`config.mk`:
```
export PLATFORM = sky130hd
export DESIGN_NAME = display_value_bcd
export DESIGN_NICKNAME = d
export VERILOG_FILES = /design/src/rtl/display_value_bcd.sv
export SDC_FILE = /design/constraint.sdc
export NUM_CORES = 1
export LEC_CHECK = 0
export CORE_MARGIN = 3
export CORE_UTILIZATION = 49
export DETAILED_ROUTE_END_ITERATION = 7
export GPL_TIMING_DRIVEN = 0
export PLACE_DENSITY = 0.71
export SYNTH_ARGS = -nofsm -noshare
export SYNTH_HDL_FRONTEND = slang
export SYNTH_SLANG_ARGS = --single-unit
```
`constraint.sdc`:
```
create_clock -name clk -period 2.2 [get_ports clk]
set_clock_uncertainty 0.15 [all_clocks]
set_input_delay 0.55 -clock clk [delete_from_list [all_inputs] [get_ports clk]]
set_output_delay 0.55 -clock clk [all_outputs]
set_load 0.02 [all_outputs]
```
`src/rtl/display_value_bcd.sv`:
```
// Snapshots four 8-bit display values on frame_start and converts them to 3-digit BCD by double dabble.
// Latency 41 cycles frame_start->outputs; frame_start while busy is dropped; outputs commit together.
module display_value_bcd (
  input  logic        clk,
  input  logic        reset,
  input  logic        frame_start,
  input  logic [7:0]  countdown_sec,
  input  logic [7:0]  green_duration,
  input  logic [7:0]  yellow_duration,
  input  logic [7:0]  red_holding,
  output logic [11:0] countdown_bcd,
  output logic [11:0] green_bcd,
  output logic [11:0] yellow_bcd,
  output logic [11:0] red_bcd,
  output logic        busy,
  output logic        done
);

  typedef enum logic [2:0] {
    IDLE,
    LOAD,
    SHIFT,
    STORE,
    COMMIT
  } state_t;

  state_t            state;
  logic [3:0][7:0]   snap;
  logic [3:0][11:0]  staging;
  logic [19:0]       sr;
  logic [19:0]       sr_adj;
  logic [2:0]        iter;
  logic [1:0]        ch;

  function automatic logic [3:0] add3(input logic [3:0] n);
    return (n >= 4'd5) ? n + 4'd3 : n;
  endfunction

  // Only the three BCD nibbles are corrected; the binary tail shifts through untouched.
  always_comb begin
    sr_adj        = sr;
    sr_adj[19:16] = add3(sr[19:16]);
    sr_adj[15:12] = add3(sr[15:12]);
    sr_adj[11:8]  = add3(sr[11:8]);
  end

  always_ff @(posedge clk) begin
    if (reset) begin
      state         <= IDLE;
      snap          <= '0;
      staging       <= '0;
      sr            <= '0;
      iter          <= '0;
      ch            <= '0;
      countdown_bcd <= '0;
      green_bcd     <= '0;
      yellow_bcd    <= '0;
      red_bcd       <= '0;
      busy          <= 1'b0;
      done          <= 1'b0;
    end else begin
      done <= 1'b0;
      case (state)
        IDLE: begin
          if (frame_start) begin
            snap  <= {red_holding, yellow_duration, green_duration, countdown_sec};
            ch    <= 2'd0;
            busy  <= 1'b1;
            state <= LOAD;
          end
        end
        LOAD: begin
          sr    <= {12'b0, snap[ch]};
          iter  <= 3'd0;
          state <= SHIFT;
        end
        SHIFT: begin
          sr   <= sr_adj << 1;
          iter <= iter + 3'd1;
          if (iter == 3'd7) state <= STORE;
        end
        STORE: begin
          staging[ch] <= sr[19:8];
          if (ch == 2'd3) begin
            state <= COMMIT;
          end else begin
            ch    <= ch + 2'd1;
            state <= LOAD;
          end
        end
        COMMIT: begin
          countdown_bcd <= staging[0];
          green_bcd     <= staging[1];
          yellow_bcd    <= staging[2];
          red_bcd       <= staging[3];
          done          <= 1'b1;
          busy          <= 1'b0;
          state         <= IDLE;
        end
        default: begin
          busy  <= 1'b0;
          state <= IDLE;
        end
      endcase
    end
  end

endmodule

```
**After elaboration in Yosys (flattened, before gate mapping)**

Index checks and enable logic that the tools add are counted.

- Output and inout port bits: 50
- Word-level logic and storage cells: 67
- Register bits: 158

- Eq/ne operators: 9
- Mux-type cells: 20
- Reductions and logical operators: 9
- Magnitude comparators: 5
- Bitwise logic cells: 1
- Add/sub/neg operators: 5

Operators by type and width:

| cell | number |
|---|---|
| $bwmux W48 | 1 |
| $pmux W20 S2 | 1 |
| $demux W12 S2 | 1 |
| $bmux W8 S2 | 1 |
| $ge A4 B3 Y1 const B | 3 |
| $mux W12 | 1 |
| $mux W3 | 4 |
| $pmux W3 S4 | 1 |
| $add A4 B2 Y4 const B | 2 |
| $mux W4 | 2 |
| $mux W8 | 1 |
| $eq A3 B2 Y1 const B | 2 |
| $eq A3 B3 Y1 const B | 2 |
| $ne A2 B2 Y1 const B | 3 |
| $pmux W3 S2 | 1 |
| $reduce_and A2 Y1 | 3 |
| $mux W2 | 2 |
| $pmux W2 S2 | 1 |
| $reduce_bool A2 Y1 | 2 |
| $add A3 B1 Y3 const B | 1 |
| $add A3 B2 Y3 const B | 1 |
| $eq A3 B1 Y1 const B | 1 |
| $logic_not A3 Y1 | 1 |
| $lt A2 B3 Y1 const B | 1 |
| 9 further kinds | 10 |

**Depth between registers and ports, before layout**

- Depth in word-level cells: 5
- Depth in mapped cells: 7
- Mapped depth without buffers: 6

**Worst setup path after synthesis**

No wires, ideal clock.

- Path kind: register -> register
- Start: register ch[1]
- End: register staging[14] (netlist name)
- Setup time: 132 ps
- Buffers on the path: 2
- Cell stages (with the launch flop): 8
- Period minus slack after synthesis: 1659 ps
- Path slack: 541 ps
- Data required time: 1918 ps
- Data arrival time: 1377 ps
- Cell sequence: dfxtp_1 > clkbuf_1 > inv_1 > ha_1 > and2_2 > buf_2 > nand2_1 > a21oi_1

- Word-level cells in the longest chain between the ends: 5
- Elaborated cells between the ends (all ways): 6
- Those cells by class: order compare: 2; mux: 3; reduce/logical: 1

RTL lines:

| item | line | source |
|---|---|---|
| start, declared | 33 | `logic [1:0] ch;` |
| start signal, assigned | 87 | `ch <= ch + 2'd1;` |
| $lt A2 B3 Y1 (implied by the code) or $ge A2 B1 Y1 (tied branches) | 83 | `staging[ch] <= sr[19:8];` |
| $logic_and A1 B1 Y1 (implied by the code) | 83 |  |
| $mux W12 (implied by the code) | 83 |  |
| $demux W12 S2 * | 83 |  |
| $bwmux W48 * | 83 |  |
| end signal, assigned by index | 83 |  |
| end, declared | 29 | `logic [3:0][11:0] staging;` |

Every way passes the cells marked *; elsewhere a longest branch is shown, timed or not.
A chain may end at the register's enable or synchronous reset.

**Final worst setup path**

- Start: register countdown_bcd[11]
- End: output port countdown_bcd[11]

RTL lines:

| item | line | source |
|---|---|---|
| start, declared | 11 | `output logic [11:0] countdown_bcd,` |
| start signal, assigned | 92 | `countdown_bcd <= staging[0];` |

No word-level cell between the ends.

==> impl_metrics.json <==
{
  "synth.distinct_cells": 32,
  "dieArea_um2": 13900,
  "switching_share_pct": 22.7,
  "max_freq_mhz": 476,
  "finalCritPeriodShare_pct": 95.6,
  "cts_buffers": 17,
  "status": "finished, final reports clean",
  "synth_edf_count": 0,
  "fin_nets": 900,
  "max_slew.worst_pin.slew_ns": 0.599,
  "syn_nets": 797,
  "worst-path-max-fanout": 2,
  "fillers": 1088,
  "drt-total-wl_mm": 14.7,
  "num_antenna_cells": 0,
  "cts_max_path_buffers": 2,
  "antenna_left": 0,
  "cts-root-buf": "clkbuf_16",
  "cp-end-kind": "primary output",
  "htree_levels": 4,
  "drive_gt1_share_pct": 9.13,
  "ys_warn_count": 0,
  "slowest_delay_ns": 0.62,
  "layoutNonFillerInstCount": 1033,
  "grt_pass1_wl_mm": 24.5,
  "die_w_um": 118,
  "utilization_pct": 64.5,
  "dr.first_iter.drc_count": 324,
  "powerDensity_nw_per_um2": 825,
  "hold_path.class": "flop to flop",
  "cp.required_ns": 1.50,
  "p_sw_mw": 1.46,
  "cts.clk_slew.worst_paths_ns": 0.06,
  "slew_headroom_pct": 60.0,
  "ir_drop_mv": 0.492,
  "grt_pass1_vias": 5208,
  "drc_errors": 0,
  "yosys_most_used_dff": "dfxtp_1",
  "dp.cells": 1002,
  "intPower_mw": 4.98,
  "critPathBufInv": 1,
  "min_period_ns": 2.10,
  "dpl_cell_area_um2": 7180,
  "p_seq_share_pct": 46.2,
  "cap_violations": 0,
  "grt_antenna_before_repair": 0,
  "vias": 5325,
  "cp_top_family": "buffers and inverters",
  "place_hpwl_mm": 10.8,
  "arrival_ns": 1.40,
  "core-area_um2": 12100,
  "finalHoldViolCount": 0,
  "initial_core_util_pct": 50.6,
  "async_reset_ff_share_pct": 0,
  "clock-sinks": 158,
  "cts_tree": "built",
  "combPwrFrac_pct": 7.1,
  "syn-mean-instance-area_um2": 8.18,
  "synth_top_area_share_pct": 51.6,
  "syn_inst": 750,
  "ys_top_cells_by_count": "277 x nand2_1, 158 x dfxtp_1, 143 x a21oi_1, 32 x clkbuf_1, 23 x nor2_1",
  "yosysMostFrequentCell": "nand2_1",
  "synth-seq-area-share_pct": 51.6,
  "cpMaxStageDelayCell": "clkdlybuf4s50_1",
  "critical_path_class": "flop to primary output",
  "routed-wl-met2_mm": 7.14,
  "via_per_inst": 5.15,
  "cp-start-kind": "flop",
  "gp_congestion": 0.822,
  "ys_ff_latch": 158,
  "slew_viol_final": 0,
  "fp.dieH_um": 118,
  "rsz0062_at_grt": "yes",
  "dr.pass1.iters": 5,
  "yosys-top-cells-area": "dfxtp_1 52%, nand2_1 17%, a21oi_1 12%",
  "wl_met3_um": 862,
  "rows": 40,
  "grt.total_usage_pct": 21.7,
  "setup-violations-final": 0,
  "crit_chain": "clkdlybuf4s50_1",
  "cellLeakagePower_nw": 2.74,
  "stdcell_area_um2": 7810,
  "io_pins": 85,
  "portBuffers": 84,
  "insertion_delay_ns": 0.42,
  "m1WireLength_mm": 6.34,
  "wl_per_cell_um": 14.2,
  "p_clk_share_pct": 46.7,
  "netlist_area_um2": 6130,
  "syn_to_final_growth_pct": 27.3,
  "grt_max_degree": 17,
  "maxUsedRoutingLayer": "met4",
  "synth_area_leader_cell": "dfxtp_1",
  "grt_overflow": 0
}
## placed cells by master, fill, tap and decap left out, types with 9 or more instances in the layout
cell,synthesis,routed
buf_2,21,21
clkbuf_16,0,17
nand2b_1,9,9
inv_1,9,9
ha_1,12,12
clkdlybuf4s50_1,0,84
dfxtp_1,158,158
a21oi_1,143,143
nor2_1,23,23
clkbuf_1,32,24
nand2_1,277,277
## final timing paths
kind | start | endpoint | cells past startpoint | slack [ns]
setup / recovery | countdown_bcd[11]$_SDFFE_PP0P_ | countdown_bcd[11] | 1 | 0.1
hold reg to reg | staging[47]$_SDFFE_PP0P_ | red_bcd[11]$_SDFFE_PP0P_ | 2 | 0.30
setup reg to reg | sr[12]$_SDFFE_PP0P_ | sr[14]$_SDFFE_PP0P_ | 7 | 0.23
hold / removal | staging[47]$_SDFFE_PP0P_ | red_bcd[11]$_SDFFE_PP0P_ | 2 | 0.30
## repair_timing
item	CTS	global route
setup endpoints to repair	100	51
hold buffers	0	0
buffers inserted	0	0
pin swaps	0	0
gates resized for setup	2	11
## sequential cells by signal (all words and copies together) (netlist names)
name           count
snap              32
done               1
green_bcd         12
sr                20
countdown_bcd     12
staging           48
red_bcd           12
state              3
yellow_bcd        12
ch                 2
iter               3
busy               1
## metrics by stage
stage | setup WS [ns] | total power [mW] | hold slack, ns | TNS [ns]
floorplan | 0.541 | 3.33 | 0.282 | 0
global placement | -0.621 | 3.47 | 0.289 | -49.39
detailed placement | -0.693 | 3.49 | 0.294 | -56.17
CTS | 0.0127 | 6.49 | 0.303 | 0
global route | -0.0160 | 6.66 | 0.321 | -0.124
finish | 0.0979 | 6.44 | 0.302 | 0
## layer usage
metal	track usage (%)	vias to the layer above
li1	-	2672
met1	25.7	2477
met2	38.0	151
met3	4.71	25
met4	8.79	0
met5	0	-
## power groups by stage
stage               combinational [mW]  clock, mW  sequential [mW]
floorplan                        0.301          0             3.03
global placement                 0.439          0             3.03
detailed placement               0.451          0             3.04
CTS                              0.455       3.06             2.98
global route                     0.501       3.18             2.98
finish                           0.455       3.01             2.98
## layout make-up
cell class              count  area [um2]  area share, %
multi-input cells         526        2670           34.2
inverters                   9        33.8          0.433
flip-flops and latches    158        3160           40.5
well taps                 168         210           2.69
clock buffers              19         453           5.80
repair buffers             84         841           10.8
plain buffers              57         275           3.53
clock inverters            12         160           2.05
## logic make-up (layout without fill, tap and decap cells)
kind of cell,Yosys count,after routing,synth area share [%]
xor+xnor,4,4,0.571
fa+ha+maj,12,12,2.45
flops,158,158,51.6
simple gates,324,324,21.3
mux,14,14,3.92
buf+inv,66,181,4.90
compound gates,172,172,15.3
(Power assumes the default switching activity.)
